--- src/rtl/gemm_apb_ctrl_if.sv ---
// ---------------------------------------------------------------------------
// gemm_apb_ctrl_if
// APB3/APB4 completer-side bus bundle for the GEMM controller.
//   paddr/psel/penable/pwrite/pwdata/pstrb/pprot : requester -> completer
//   prdata/pready/pslverr                         : completer -> requester
// The 'slave' modport is what gemm_apb_ctrl consumes; 'master' is for the
// requester (bus fabric or testbench).
// ---------------------------------------------------------------------------
interface gemm_apb_ctrl_if #(
    parameter int APB_ADDR_WIDTH = 32,
    parameter int APB_DATA_WIDTH = 32
);
    logic [APB_ADDR_WIDTH-1:0] paddr;
    logic                      psel;
    logic                      penable;
    logic                      pwrite;
    logic [APB_DATA_WIDTH-1:0] pwdata;
    logic [3:0]                pstrb;
    logic [2:0]                pprot;
    logic [APB_DATA_WIDTH-1:0] prdata;
    logic                      pready;
    logic                      pslverr;

    modport master (
        output paddr, psel, penable, pwrite, pwdata, pstrb, pprot,
        input  prdata, pready, pslverr
    );

    modport slave (
        input  paddr, psel, penable, pwrite, pwdata, pstrb, pprot,
        output prdata, pready, pslverr
    );
endinterface

--- src/rtl/gemm_apb_ctrl.sv ---
// ---------------------------------------------------------------------------
// gemm_apb_ctrl
// APB-programmable launch/monitor controller for a GEMM datapath.
//
// Ports
//   clk        : sole clock, rising edge
//   reset      : asynchronous, active-low
//   s_apb      : APB completer (gemm_apb_ctrl_if.slave), zero wait states
//   dp_start   : one-cycle launch pulse to the datapath
//   dp_m/n/k   : dimensions latched at launch, stable for the whole job
//   dp_done    : one-cycle completion pulse from the datapath
//   out_led    : {irq, err, done, busy}
//
// Register map (byte addresses, bits [1:0] ignored, anything >= 0x10 is
// unmapped and answers pslverr=1 with no side effect)
//   0x0 CTRL   : [0] START (write-1 pulse, reads 0), [1] IRQ_EN
//   0x4 STATUS : [0] BUSY (ro), [1] DONE, [2] ERR, [3] TIMEOUT (sticky, W1C)
//   0x8 DIM    : M [DIM_WIDTH-1:0], N next field, K next field
//   0xC CYCLES : RUN cycles of the last job (ro, writes silently dropped)
// ---------------------------------------------------------------------------
module gemm_apb_ctrl #(
    parameter int APB_ADDR_WIDTH = 32,
    parameter int APB_DATA_WIDTH = 32,
    parameter int DIM_WIDTH      = 8,
    parameter int TIMEOUT        = 65535
) (
    input  logic                 clk,
    input  logic                 reset,
    gemm_apb_ctrl_if.slave       s_apb,
    output logic                 dp_start,
    output logic [DIM_WIDTH-1:0] dp_m,
    output logic [DIM_WIDTH-1:0] dp_n,
    output logic [DIM_WIDTH-1:0] dp_k,
    input  logic                 dp_done,
    output logic [3:0]           out_led
);

    localparam int DW = DIM_WIDTH;
    localparam logic [APB_DATA_WIDTH-1:0] TMO_LIMIT = APB_DATA_WIDTH'(TIMEOUT);

    typedef enum logic [1:0] {
        IDLE   = 2'd0,
        LAUNCH = 2'd1,
        RUN    = 2'd2,
        DRAIN  = 2'd3
    } state_t;

    state_t                    state;
    logic                      irq_en;
    logic                      st_done;
    logic                      st_err;
    logic                      st_tmo;
    logic [DW-1:0]             dim_m;
    logic [DW-1:0]             dim_n;
    logic [DW-1:0]             dim_k;
    logic [APB_DATA_WIDTH-1:0] cycles;
    logic [APB_DATA_WIDTH-1:0] cycles_inc;

    // ---------------------------------------------------------------------
    // APB decode
    // ---------------------------------------------------------------------
    logic access, wr, rd, in_window;
    logic sel_ctrl, sel_status, sel_dim, sel_cycles;
    logic busy, dims_ok, start_req, start_go, start_bad, run_tmo, irq;

    assign access     = s_apb.psel & s_apb.penable;
    assign wr         = access & s_apb.pwrite;
    assign rd         = access & ~s_apb.pwrite;
    assign in_window  = (s_apb.paddr[APB_ADDR_WIDTH-1:4] == '0);
    assign sel_ctrl   = in_window & (s_apb.paddr[3:2] == 2'd0);
    assign sel_status = in_window & (s_apb.paddr[3:2] == 2'd1);
    assign sel_dim    = in_window & (s_apb.paddr[3:2] == 2'd2);
    assign sel_cycles = in_window & (s_apb.paddr[3:2] == 2'd3);

    assign busy      = (state != IDLE);
    assign dims_ok   = (|dim_m) & (|dim_n) & (|dim_k);
    assign start_req = wr & sel_ctrl & s_apb.pwdata[0];
    assign start_go  = start_req & ~busy & dims_ok;
    assign start_bad = start_req & ~busy & ~dims_ok;

    // Saturating RUN counter; the timeout fires on the cycle the count
    // would reach the limit, so a job that times out reports CYCLES=TIMEOUT.
    assign cycles_inc = (&cycles) ? cycles : cycles + APB_DATA_WIDTH'(1);
    assign run_tmo    = (cycles_inc >= TMO_LIMIT);

    assign irq     = irq_en & (st_done | st_err);
    assign out_led = {irq, st_err, st_done, busy};

    assign s_apb.pready = 1'b1;

    // Strobes, protection and the undecoded address/data bits carry no
    // meaning here; fold them into one sink so they are visibly consumed.
    logic unused_apb;
    assign unused_apb = ^{s_apb.pstrb, s_apb.pprot, s_apb.paddr[1:0], s_apb.pwdata};

    // ---------------------------------------------------------------------
    // Read data / error response (access phase only). Gated by reset so the
    // bus reads quiet while the block is held in reset.
    // ---------------------------------------------------------------------
    always_comb begin
        s_apb.prdata  = '0;
        s_apb.pslverr = 1'b0;
        if (reset && access) begin
            if (!in_window) begin
                s_apb.pslverr = 1'b1;
            end else if (rd) begin
                case (s_apb.paddr[3:2])
                    2'd0:    s_apb.prdata = APB_DATA_WIDTH'({irq_en, 1'b0});
                    2'd1:    s_apb.prdata = APB_DATA_WIDTH'({st_tmo, st_err, st_done, busy});
                    2'd2:    s_apb.prdata = APB_DATA_WIDTH'({dim_k, dim_n, dim_m});
                    default: s_apb.prdata = cycles;
                endcase
            end else begin
                // Job-shaping writes are refused while a job is in flight;
                // an IRQ_EN-only CTRL write is still fine.
                s_apb.pslverr = busy & ((sel_ctrl & s_apb.pwdata[0]) | sel_dim);
            end
        end
    end

    // ---------------------------------------------------------------------
    // Registers and job FSM
    // ---------------------------------------------------------------------
    always_ff @(posedge clk or negedge reset) begin
        if (!reset) begin
            state    <= IDLE;
            irq_en   <= 1'b0;
            st_done  <= 1'b0;
            st_err   <= 1'b0;
            st_tmo   <= 1'b0;
            dim_m    <= '0;
            dim_n    <= '0;
            dim_k    <= '0;
            cycles   <= '0;
            dp_start <= 1'b0;
            dp_m     <= '0;
            dp_n     <= '0;
            dp_k     <= '0;
        end else begin
            dp_start <= 1'b0;

            if (wr && sel_ctrl) irq_en <= s_apb.pwdata[1];

            if (wr && sel_dim && !busy) begin
                dim_m <= s_apb.pwdata[DW-1:0];
                dim_n <= s_apb.pwdata[2*DW-1:DW];
                dim_k <= s_apb.pwdata[3*DW-1:2*DW];
            end

            // W1C first; hardware sets below override it on the same edge.
            if (wr && sel_status) begin
                if (s_apb.pwdata[1]) st_done <= 1'b0;
                if (s_apb.pwdata[2]) st_err  <= 1'b0;
                if (s_apb.pwdata[3]) st_tmo  <= 1'b0;
            end

            case (state)
                IDLE: begin
                    if (start_go) begin
                        // Dimensions are captured on entry to LAUNCH so they
                        // are already valid while dp_start is high.
                        state    <= LAUNCH;
                        dp_start <= 1'b1;
                        dp_m     <= dim_m;
                        dp_n     <= dim_n;
                        dp_k     <= dim_k;
                        cycles   <= '0;
                        st_done  <= 1'b0;
                        st_err   <= 1'b0;
                        st_tmo   <= 1'b0;
                    end else if (start_bad) begin
                        st_err <= 1'b1;
                    end
                end
                LAUNCH: state <= RUN;
                RUN: begin
                    cycles <= cycles_inc;
                    // A completion on the timeout cycle counts as success.
                    if (dp_done) begin
                        state <= DRAIN;
                    end else if (run_tmo) begin
                        state  <= DRAIN;
                        st_err <= 1'b1;
                        st_tmo <= 1'b1;
                    end
                end
                DRAIN: begin
                    st_done <= 1'b1;
                    state   <= IDLE;
                end
                default: state <= IDLE;
            endcase
        end
    end

endmodule

--- src/flat_wrapper.sv ---
// flat-port wrapper written by rule: the top's interface ports become plain ports
module gemm_apb_ctrl_flat 
#(
    parameter int APB_ADDR_WIDTH = 32,
    parameter int APB_DATA_WIDTH = 32,
    parameter int DIM_WIDTH      = 8,
    parameter int TIMEOUT        = 65535
)
  (clk, reset, dp_start, dp_m, dp_n, dp_k, dp_done, out_led, s_apb_paddr, s_apb_psel, s_apb_penable, s_apb_pwrite, s_apb_pwdata, s_apb_pstrb, s_apb_pprot, s_apb_prdata, s_apb_pready, s_apb_pslverr);
  gemm_apb_ctrl_if #(.APB_ADDR_WIDTH(APB_ADDR_WIDTH), .APB_DATA_WIDTH(APB_DATA_WIDTH)) s_apb_i ();
  input  logic clk;
  input  logic reset;
  output logic dp_start;
  output logic [DIM_WIDTH-1:0] dp_m;
  output logic [DIM_WIDTH-1:0] dp_n;
  output logic [DIM_WIDTH-1:0] dp_k;
  input  logic dp_done;
  output logic [3:0] out_led;
  input wire logic [$bits(s_apb_i.paddr)-1:0] s_apb_paddr;
  input wire logic [$bits(s_apb_i.psel)-1:0] s_apb_psel;
  input wire logic [$bits(s_apb_i.penable)-1:0] s_apb_penable;
  input wire logic [$bits(s_apb_i.pwrite)-1:0] s_apb_pwrite;
  input wire logic [$bits(s_apb_i.pwdata)-1:0] s_apb_pwdata;
  input wire logic [$bits(s_apb_i.pstrb)-1:0] s_apb_pstrb;
  input wire logic [$bits(s_apb_i.pprot)-1:0] s_apb_pprot;
  output wire logic [$bits(s_apb_i.prdata)-1:0] s_apb_prdata;
  output wire logic [$bits(s_apb_i.pready)-1:0] s_apb_pready;
  output wire logic [$bits(s_apb_i.pslverr)-1:0] s_apb_pslverr;
  assign s_apb_i.paddr = s_apb_paddr;
  assign s_apb_i.psel = s_apb_psel;
  assign s_apb_i.penable = s_apb_penable;
  assign s_apb_i.pwrite = s_apb_pwrite;
  assign s_apb_i.pwdata = s_apb_pwdata;
  assign s_apb_i.pstrb = s_apb_pstrb;
  assign s_apb_i.pprot = s_apb_pprot;
  assign s_apb_prdata = s_apb_i.prdata;
  assign s_apb_pready = s_apb_i.pready;
  assign s_apb_pslverr = s_apb_i.pslverr;
  gemm_apb_ctrl #(.APB_ADDR_WIDTH(APB_ADDR_WIDTH), .APB_DATA_WIDTH(APB_DATA_WIDTH), .DIM_WIDTH(DIM_WIDTH), .TIMEOUT(TIMEOUT)) u_core (.clk(clk), .reset(reset), .s_apb(s_apb_i), .dp_start(dp_start), .dp_m(dp_m), .dp_n(dp_n), .dp_k(dp_k), .dp_done(dp_done), .out_led(out_led));
endmodule
--- config.mk ---
export PLATFORM = sky130hd
export DESIGN_NAME = gemm_apb_ctrl_flat
export DESIGN_NICKNAME = d
export VERILOG_FILES = /design/src/rtl/gemm_apb_ctrl_if.sv /design/src/rtl/gemm_apb_ctrl.sv /design/src/flat_wrapper.sv
export SDC_FILE = /design/constraint.sdc
export NUM_CORES = 1
export LEC_CHECK = 0
export ABC_CLOCK_PERIOD_IN_PS = 3200
export CORE_MARGIN = 2
export CORE_UTILIZATION = 45
export DETAILED_ROUTE_END_ITERATION = 6
export PLACE_DENSITY = 0.78
export SETUP_SLACK_MARGIN = 0.2
export SYNTH_ARGS = -nofsm -noshare
export SYNTH_HDL_FRONTEND = slang
export SYNTH_SLANG_ARGS = --single-unit
--- constraint.sdc ---
create_clock -name clk -period 3.2 [get_ports clk]
set_input_delay 0.32 -clock clk [delete_from_list [all_inputs] [get_ports clk]]
set_output_delay 0.32 -clock clk [all_outputs]
set_load 0.05 [all_outputs]
# Yosys cells after proc, flatten, opt, wreduce, memory -nomap -nowiden
# Cells that the tools add are included.
dict set report classes {
  n_lt_le_gt_ge 1
  addsub 1
  mux 33
  n_reduce_logical 18
  n_eq_ne 7
  bitwise_logic 21
}
# cell n
set op_table {}
lappend op_table {{2-to-1 mux 32 bit} 5}
lappend op_table {{one-hot mux 32 bit (3 select lines)} 1}
lappend op_table {{one-hot mux 32 bit (2 select lines)} 1}
lappend op_table {{adder 32 x 1 -> 32 bit, second input constant} 1}
lappend op_table {{>= comparator 32 x 16 -> 1 bit, second input constant} 1}
lappend op_table {{AND reduction 32 bit} 1}
lappend op_table {{zero test 28 bit} 1}
lappend op_table {{OR reduction 8 bit} 3}
lappend op_table {{2-to-1 mux 1 bit} 19}
lappend op_table {{bitwise AND 1 bit} 16}
lappend op_table {{one-hot mux 2 bit (4 select lines)} 1}
lappend op_table {{equality test 2 bit, second input constant} 3}
lappend op_table {{2-to-1 mux 2 bit} 3}
lappend op_table {{one-hot mux 1 bit (2 select lines)} 3}
lappend op_table {{AND reduction 2 bit} 3}
lappend op_table {{logical AND 1 bit} 5}
lappend op_table {{equality test 2 x 1 -> 1 bit, second input constant} 2}
lappend op_table {{zero test 2 bit} 2}
lappend op_table {{nonzero test 2 bit} 2}
lappend op_table {{!= test 3 x 2 -> 1 bit, second input constant} 1}
lappend op_table {{NOT 1 bit} 3}
lappend op_table {{!= test 2 x 1 -> 1 bit, second input constant} 1}
lappend op_table {{OR 1 bit} 2}
lappend op_table {{zero test 1 bit} 1}
dict set report word_totals {
  output_inout_bits 63
  input_bits 77
  register_bits 87
  elab_cells 94
}

# Longest topological paths before layout
# Gate-level depths: netlist of run 1.
dict set report depth {
  word_depth 9
  mapped_depth 11
  depth_no_buf 9
}

# Worst setup path before layout of run 1
# OpenSTA, ideal clock, no wires.
dict set report synth_timing {
  path_kind {input to output}
  from {in s_apb_paddr[6]}
  to {out s_apb_prdata[10]}
  path_slack_ns 0.073
  path_stages 8
  t_arrival_ns 2.807
  path_buffers 2
  required_ns 2.880
  cell_sequence {nor4_1 -> nand4_1 -> or3_1 -> clkbuf_1 -> or3b_1 -> or2_2 -> clkbuf_1 -> nor2_1}
}
dict set report synth_via {
  elab_chain_cells 3
}
# item line
set synth_lines {}
lappend synth_lines {{start: declaration} flat_wrapper.sv:19} ;# input wire logic [$bits(s_apb_i.paddr)-1:0] s_apb_paddr;
lappend synth_lines {{zero test 28 bit} gemm_apb_ctrl.sv:69} ;# assign in_window = (s_apb.paddr[APB_ADDR_WIDTH-1:4] == '0);
lappend synth_lines {{2-to-1 mux 32 bit} gemm_apb_ctrl.sv:104} ;# if (!in_window) begin
lappend synth_lines {{2-to-1 mux 32 bit} gemm_apb_ctrl.sv:103} ;# if (reset && access) begin
lappend synth_lines {{end: declaration} flat_wrapper.sv:26} ;# output wire logic [$bits(s_apb_i.prdata)-1:0] s_apb_prdata;
# Every way passes these cells.

# Worst setup path after layout of run 1
dict set report layout_timing {
  from {in s_apb_paddr[31]}
  to {out s_apb_prdata[11]}
}
# Same word-level chain as after synthesis.

==> results of run 1 <==
cells in the final DEF (no fill, tap or decap), types with 3 or more instances in the layout:
master                            instances
sky130_fd_sc_hd__dfrtp_1                 81
sky130_fd_sc_hd__buf_4                   71
sky130_fd_sc_hd__clkdlybuf4s50_1         68
sky130_fd_sc_hd__mux2_2                  52
sky130_fd_sc_hd__nand2_1                 41
sky130_fd_sc_hd__o21ai_0                 41
sky130_fd_sc_hd__buf_12                  35
sky130_fd_sc_hd__nor2_1                  28
sky130_fd_sc_hd__mux2i_1                 22
sky130_fd_sc_hd__nand3_1                 21
sky130_fd_sc_hd__nor2_2                  20
sky130_fd_sc_hd__a21oi_1                 18
sky130_fd_sc_hd__nor3_1                  14
sky130_fd_sc_hd__a31oi_1                 13
sky130_fd_sc_hd__nand4_1                 12
sky130_fd_sc_hd__dlygate4sd2_1           11
sky130_fd_sc_hd__nor4_2                  10
sky130_fd_sc_hd__inv_1                    9
sky130_fd_sc_hd__nor4_1                   9
sky130_fd_sc_hd__clkbuf_16                9
sky130_fd_sc_hd__and3_4                   8
sky130_fd_sc_hd__dlymetal6s2s_1           8
sky130_fd_sc_hd__o31ai_1                  7
sky130_fd_sc_hd__nand2b_1                 6
sky130_fd_sc_hd__dfrtp_2                  6
sky130_fd_sc_hd__a21o_1                   5
sky130_fd_sc_hd__and2_1                   4
sky130_fd_sc_hd__xor2_1                   4
sky130_fd_sc_hd__a211o_1                  4
sky130_fd_sc_hd__a211oi_1                 4
sky130_fd_sc_hd__o41ai_1                  4
sky130_fd_sc_hd__a22oi_1                  3
sky130_fd_sc_hd__or4_4                    3
sky130_fd_sc_hd__and3_1                   3
sky130_fd_sc_hd__or4_1                    3
sky130_fd_sc_hd__o211ai_1                 3
sky130_fd_sc_hd__a211oi_2                 3
sky130_fd_sc_hd__nand3b_1                 3
sky130_fd_sc_hd__ha_1                     3
sky130_fd_sc_hd__buf_6                    3
what timing repair did:
item | CTS | global route
setup buffers | 5 | 4
resized for setup | 50 | 28
hold buffers | 0 | 0
pin swaps | 9 | 18
gates cloned | 1 | 0
endpoints found under the setup margin | 29 | 34
flip-flops by register name (all words and copies together) (netlist names):
name / count
u_core.st_tmo: 1
u_core.st_done: 1
u_core.dp_n: 8
u_core.dim_k: 8
u_core.dim_m: 8
u_core.dim_n: 8
u_core.dp_start: 1
u_core.state: 2
u_core.cycles: 32
u_core.dp_m: 8
u_core.st_err: 1
u_core.dp_k: 8
u_core.irq_en: 1
final cells by class:
| class | count | area share |
|---|---|---|
| Timing Repair Buffer | 197 | 0.270 |
| Tap cell | 143 | 0.0224 |
| Multi-Input combinational cell | 423 | 0.392 |
| Sequential cell | 87 | 0.274 |
| Clock inverter | 6 | 0.00863 |
| Inverter | 10 | 0.00471 |
| Clock buffer | 9 | 0.0282 |
layer usage:
metal	global-route usage	vias to the layer above	wire (microns)
met3	0.0734	26	1280
met2	0.483	246	9270
li1	-	2421	-
met5	0	-	0
met4	0.0618	0	280
met1	0.365	2677	7330
worst paths after layout:
path / endpoint / slack, ns / cells past startpoint
worst max-delay path: s_apb_prdata[11] / 0.20 / 8
worst min-delay path: u_core.dim_m[1] / 0.1 / 2
worst max register to register: u_core.state[1] / 0.27 / 9
worst min register to register: u_core.dp_m[7] / 0.51 / 1
max in group asynchronous: u_core.cycles[28] / 2.03 / 3
min in group clk: u_core.dp_m[7] / 0.51 / 1
power breakdown:
| part | switching (mW) | leakage [nW] | internal (mW) |
|---|---|---|---|
| logic | 0.0618 | 2.06 | 0.0693 |
| clock network | 0.471 | 0.142 | 0.606 |
| registers | 0.00000000338 | 1.20 | 1.10 |
cell families after synthesis:
family / share of synthesized area
AO/OA/AOI/OAI: 0.148
adder cells (fa/ha/maj): 0.00938
AND/OR/NAND/NOR: 0.221
other: 0.000703
buffers and inverters: 0.0485
flip-flops: 0.408
XOR/XNOR: 0.00656
multiplexers: 0.158
worst reg2reg max path: cells and delay by family (launching register included):
| kind | cells | cell delay (ns) |
|---|---|---|
| compound gates | 2 | 0.27 |
| xor+xnor | 1 | 0.24 |
| fa+ha+maj | 1 | 0.17 |
| flops | 1 | 0.41 |
| mux | 1 | 0.30 |
| simple gates | 4 | 1.40 |
metrics by stage:
stage	cell area (sq um)	std cells	utilization	power, mW	hold slack (ns)
after floorplan	5340	566	-	1.15	0.0244
after global placement	7370	850	0.640	1.25	0.474
after detailed placement	7370	850	0.640	1.25	0.479
after CTS	7830	871	0.680	2.32	0.112
after global routing	7970	875	0.692	2.37	0.153
final	7970	875	0.692	2.31	0.0980
==> reports/qor.json, run 1 <==
{
  "cp_num_buf_inv": 2,
  "drc": 4,
  "worst-setup-path-type": "in2out",
  "multiInputGateArea_sq_mm": 0.00313,
  "setup_ws_ns": 0.200,
  "cts_inserted_buffers": 9,
  "clock_path_buffers": 2,
  "cp_slowest_stage_delay_ns": 0.42,
  "drt_pass_1_iters": 7,
  "detail_route.iter0.violations": 467,
  "die_area_sq_mm": 0.0127,
  "startpoint_type": "input pin",
  "worst_setup_path_start": "s_apb_paddr[31]",
  "clock_net_sink_count": 87,
  "slew_violations": 0,
  "vias_per_cell": 6.14,
  "critical_path_arrival_ns": 2.68,
  "cellPowerDensity_mw_per_mm2": 289,
  "yosysUniqueCellTypes": 67,
  "ranking_of_synthesized_cells_by_area": "sky130_fd_sc_hd__dfrtp_1, sky130_fd_sc_hd__mux2_2, sky130_fd_sc_hd__mux2i_1, sky130_fd_sc_hd__o21ai_0, sky130_fd_sc_hd__nor2_1",
  "synth_edf_count": 0,
  "synthMostInstantiatedCell": "sky130_fd_sc_hd__dfrtp_1",
  "postSynthCellCount": 566,
  "filler_instances": 843,
  "overflow": 0,
  "setup_repair_after_global_routing_missed_its_margin": "true",
  "cts-htree-levels": 3,
  "cell_taking_the_most_area_after_synthesis": "sky130_fd_sc_hd__dfrtp_1",
  "fmaxAchievable_ghz": 0.333,
  "hold_class": "in2async",
  "synth_area_sq_mm": 0.00534,
  "finalWirelength_microns": 18200,
  "violations": "DRC",
  "worst-slew-pin-transition_ns": 0.597,
  "io_pins": 140,
  "chipWidth_microns": 113,
  "slew-limit-headroom": 0.602,
  "routed_via_count": 5370,
  "clock_insertion_delay_worst_skew_ns": 0.35,
  "postRouteAntennaNets": 0,
  "largest_net_degree_at_the_start_of_global_routing": 47,
  "ys_async_sr_fraction": 1.00,
  "synth_commonest_cells": "sky130_fd_sc_hd__dfrtp_1, sky130_fd_sc_hd__mux2_2, sky130_fd_sc_hd__nor2_1",
  "die-height_microns": 113,
  "finalHoldViolations": 0,
  "cts_root_buf": "sky130_fd_sc_hd__clkbuf_16",
  "cts_tree": "yes",
  "synth-warning-count": 0,
  "period_share": 0.938,
  "r2r-start": "u_core.cycles[1]",
  "clk_pin_slew_worst_paths_ns": 0.06,
  "via_count_of_the_first_global_routing_pass": 5480,
  "timing.critical_path.required_ns": 2.88,
  "clock_skew_ns": 0.00994,
  "synth_ff_type": "sky130_fd_sc_hd__dfrtp_1",
  "port_buffers": 121,
  "yosys.area.top_type_share": 0.408,
  "design.core.area_sq_mm": 0.0115,
  "seq_total_area_yosys": 0.408,
  "gr-usage-all-layers": 0.283,
  "n_antenna_cell": 0,
  "critical-path-top-delay-family": "simple AND/OR/NAND/NOR gates",
  "timing.critical_path.cells": "clkdlybuf4s50_1 -> nor4_1 -> nand3_1 -> or3_4 -> or3b_4 -> or2_4 -> nor2_2 -> buf_12",
  "synth.ff_latch_count": 87,
  "p_leak_nw": 3.40,
  "fin_crit_ns": 3.00,
  "ff_latch_area_sq_mm": 0.00218,
  "cap_violations": 0,
  "post_detailed_placement_half_perimeter_wirelength_microns": 12900,
  "synthesis.area_per_instance_sq_um": 9.43,
  "worst_slack_after_detailed_placement_ns": -0.00779,
  "global_route_wire_length_before_repair_microns": 28500,
  "num-nets-final": 809,
  "layout-drive-gt1-share": 0.344,
  "floorplan.initialDensity": 0.463,
  "outcome": "finished, violations left",
  "place.gp.congestion": 0.938,
  "crit_path_end_kind": "output port",
  "report.final.setup_viol": 0,
  "critical_path.slowest_cell": "sky130_fd_sc_hd__or3b_4",
  "antenna_found_initial": 1,
  "worst_ir_drop_vdd_mv": 0.410,
  "post_drt_wl_per_cell_microns": 20.8,
  "synthesis.nets": 647,
  "synthToLayoutAreaGrowth_pct": 49.4,
  "placementRows": 39,
  "worstPathMaxFanout": 10,
  "tns_ns": 0
}
Power figures use the tool's default switching activity.
==> inputs of run 2 (changes only) <==
--- a/config.mk
+++ b/config.mk
@@ -5,11 +5,12 @@
 export SDC_FILE = /design/constraint.sdc
 export NUM_CORES = 1
 export LEC_CHECK = 0
-export ABC_CLOCK_PERIOD_IN_PS = 3200
+export ABC_CLOCK_PERIOD_IN_PS = 3800
+export CAP_MARGIN = 20
 export CORE_MARGIN = 2
-export CORE_UTILIZATION = 45
+export CORE_UTILIZATION = 53
 export DETAILED_ROUTE_END_ITERATION = 6
-export PLACE_DENSITY = 0.78
+export PLACE_DENSITY = 0.86
 export SETUP_SLACK_MARGIN = 0.2
 export SYNTH_ARGS = -nofsm -noshare
 export SYNTH_HDL_FRONTEND = slang
==> constraint.sdc (replaced) <==
create_clock -name clk -period 3.8 [get_ports clk]
set_input_delay 0.38 -clock clk [delete_from_list [all_inputs] [get_ports clk]]
set_output_delay 0.38 -clock clk [all_outputs]
set_load 0.05 [all_outputs]
==> run 2 against run 1 <==
Effect of this change:
- the run now ends clean
- worst setup slack improved by 0.21 ns
- clock skew up 0.0076 ns
- hold slack better by 0.41 ns
- first-iteration DRC count fell by 15%
- non-clock buffer count shrank 61
- critical endpoint is now u_core.state[1]
- highest routed layer unchanged
==> reports/qor.json, run 2 (synthesized netlist as in run 1, its figures left out) <==
{
  "detailroute.wirelength.met3": {"value": 1330, "unit": "microns", "change": "+4.1%"},
  "critical-path-top-delay-family": "simple AND/OR/NAND/NOR gates",
  "clock_skew": {"value": 0.0175, "unit": "ns", "change": "+0.00758 ns"},
  "clk_pin_slew_worst_paths": {"value": 0.10, "unit": "ns", "change": "+0.04 ns"},
  "cts-htree-levels": {"value": 3, "change": "unchanged"},
  "final_design_area_no_fill": {"value": 0.00709, "unit": "sq mm", "change": "-11%"},
  "place.gp.congestion": {"value": 0.966, "change": "+2.9%"},
  "worst-slew-pin-transition": {"value": 0.832, "unit": "ns", "change": "+0.234 ns"},
  "largest-register": "u_core.cycles",
  "hold_class": "in2async",
  "setup_repair_after_global_routing_missed_its_margin": "false",
  "met1Wirelength": {"value": 6290, "unit": "microns", "change": "-14%"},
  "drc": {"value": 0, "change": "-4"},
  "drt_pass_1_iters": {"value": 6, "change": "-1"},
  "die-height": {"value": 104, "unit": "microns", "change": "-7.6%"},
  "overflow": {"value": 0, "change": "unchanged"},
  "num-nets-final": {"value": 747, "change": "-7.7%"},
  "number_of_flip_flops_under_the_largest_register_name": {"value": 32, "change": "unchanged"},
  "fin_util": {"value": 0.725, "change": "+0.0329"},
  "detail_route.iter0.violations": {"value": 399, "change": "-15%"},
  "global_route_wire_length_before_repair": {"value": 26100, "unit": "microns", "change": "-8.6%"},
  "critical_path.slowest_cell": "sky130_fd_sc_hd__or4_4",
  "whs": {"value": 0.510, "unit": "ns", "change": "+0.412 ns"},
  "cts_root_buf": "sky130_fd_sc_hd__clkbuf_8",
  "synthToLayoutAreaGrowth_pct": 32.8,
  "timing.critical_path.required": {"value": 4.07, "unit": "ns", "change": "+1.19 ns"},
  "critical_path_arrival": {"value": 3.66, "unit": "ns", "change": "+0.98 ns"},
  "timing.critical_path.cells": "ha_1 -> nand4_2 -> or4_4 -> or4_1 -> xor2_1 -> o211ai_1 -> nor4_2 -> a21oi_2 -> mux2_4",
  "cp_slowest_stage_delay": {"value": 0.66, "unit": "ns", "change": "+0.24 ns"},
  "gr-usage-all-layers": {"value": 0.295, "change": "+0.0122"},
  "io_pins": {"value": 140, "change": "unchanged"},
  "routed_via_count": {"value": 5086, "change": "-5.3%"},
  "filler_instances": {"value": 678, "change": "-20%"},
  "cp_num_buf_inv": {"value": 0, "change": "-2"},
  "worstPathMaxFanout": {"value": 7, "change": "-3"},
  "die_area": {"value": 0.0109, "unit": "sq mm", "change": "-15%"},
  "clock_insertion_delay_worst_skew": {"value": 0.38, "unit": "ns", "change": "+0.03 ns"},
  "outcome": "complete, no violations",
  "cap_violations": {"value": 0, "change": "unchanged"},
  "finalWirelength": {"value": 15700, "unit": "microns", "change": "-14%"},
  "post_detailed_placement_half_perimeter_wirelength": {"value": 11400, "unit": "microns", "change": "-12%"},
  "vias_per_cell": {"value": 6.33, "change": "+3.1%"},
  "largest_net_degree_at_the_start_of_global_routing": {"value": 52, "change": "+11%"},
  "startpoint_type": "flip-flop",
  "fmaxAchievable_ghz": 0.295,
  "slew-limit-headroom": {"value": 0.441, "change": "-0.161"},
  "worst_ir_drop_vdd": {"value": 0.196, "unit": "mV", "change": "-52%"},
  "dr.max_layer_used": "met4",
  "report.final.setup_viol": {"value": 0, "change": "unchanged"},
  "layout-drive-gt1-share": {"value": 0.212, "change": "-0.133"},
  "cts_inserted_buffers": {"value": 9, "change": "unchanged"},
  "placementRows": {"value": 36, "change": "-7.7%"},
  "chipWidth": {"value": 104, "unit": "microns", "change": "-7.6%"},
  "slew_violations": {"value": 0, "change": "unchanged"},
  "cts_tree": "yes",
  "cellPowerDensity": {"value": 233, "unit": "mW/mm^2", "change": "-19%"},
  "design.core.area": {"value": 0.00977, "unit": "sq mm", "change": "-15%"},
  "n_antenna_cell": {"value": 0, "change": "unchanged"},
  "post_cts.repair.setup_buffers": {"value": 0, "change": "-5"},
  "via_count_of_the_first_global_routing_pass": {"value": 5141, "change": "-6.2%"},
  "port_buffers": {"value": 121, "change": "unchanged"},
  "commonest_non_fill_non_tap_cells_in_the_layout": "sky130_fd_sc_hd__clkdlybuf4s50_1, sky130_fd_sc_hd__dfrtp_1, sky130_fd_sc_hd__mux2_2",
  "clock_path_buffers": {"value": 2, "change": "unchanged"},
  "tns": {"value": 0, "unit": "ns", "change": "unchanged"},
  "clock_net_sink_count": {"value": 87, "change": "unchanged"},
  "placed_cell_area": {"value": 0.00689, "unit": "sq mm", "change": "-6.6%"},
  "period_share": 0.893,
  "met2WireLength": {"value": 7880, "unit": "microns", "change": "-15%"},
  "postRouteAntennaNets": {"value": 0, "change": "unchanged"},
  "worst-setup-path-type": "reg2reg",
  "finalHoldViolations": {"value": 0, "change": "unchanged"},
  "crit_path_end_kind": "flip-flop",
  "antenna_found_initial": {"value": 0, "change": "-1"},
  "p_leak": {"value": 2.94, "unit": "nW", "change": "-14%"},
  "floorplan.initialDensity": {"value": 0.546, "change": "+0.0826"},
  "post_drt_wl_per_cell": {"value": 19.5, "unit": "microns", "change": "-5.9%"},
  "fin_crit_ns": 3.39
}
==> run 2: report_power, final <==
group | leakage [nW] | switching, mW | internal [mW]
sequential | 1.21 | 0.00000000283 | 0.925
combinational | 1.64 | 0.0467 | 0.0641
clock | 0.0919 | 0.372 | 0.246
==> run 2: worst paths after layout <==
check                                 startpoint  slack (ns)           endpoint  depth (start not counted)
worst max-delay path            u_core.cycles[1]        0.41    u_core.state[1]                          9
worst min-delay path                       reset        0.51     u_core.dp_n[7]                          2
worst max register to register  u_core.cycles[1]        0.41    u_core.state[1]                          9
worst min register to register    u_core.dp_n[3]        0.52     u_core.dp_n[3]                          1
max in group asynchronous                  reset        2.25  u_core.cycles[25]                          3
min in group clk                  u_core.dp_n[3]        0.52     u_core.dp_n[3]                          1
==> run 2: area by class of cell <==
class	instances	area, sq um	area share
sequential	87	2180	0.307
multi-input combinational	422	2920	0.413
clock inverter	7	55.1	0.00777
tap	133	166	0.0235
timing repair buffer	136	1600	0.226
inverter	10	37.5	0.00530
clock buffer	9	124	0.0175
==> run 2: per-stage QoR <==
step                      setup WS (ns)  power [mW]  instances
after global placement            0.392        1.05        787
after floorplan                   0.553       0.967        566
after global routing              0.235        1.70        804
after detailed placement          0.355        1.05        787
final                             0.408        1.65        804
after CTS                         0.306        1.65        804
==> run 2: timing repair <==
item | CTS | global route
endpoints found under the hold margin | 28 | 0
setup endpoints to repair | 0 | 24
resized for setup | 0 | 3
hold buffers | 1 | 0
==> run 2: worst reg2reg max path: stages, from the launching register on <==
cell	delay, ns
sky130_fd_sc_hd__dfrtp_1	0.49
sky130_fd_sc_hd__ha_1	0.32
sky130_fd_sc_hd__nand4_2	0.21
sky130_fd_sc_hd__or4_4	0.66
sky130_fd_sc_hd__or4_1	0.51
sky130_fd_sc_hd__xor2_1	0.23
sky130_fd_sc_hd__o211ai_1	0.17
sky130_fd_sc_hd__nor4_2	0.28
sky130_fd_sc_hd__a21oi_2	0.11
sky130_fd_sc_hd__mux2_4	0.31
==> run 2: layer usage <==
layer	vias up	global-route usage
li1	2308	-
met1	2473	0.363
met2	278	0.510
met3	27	0.0758
met4	0	0.0849
met5	-	0
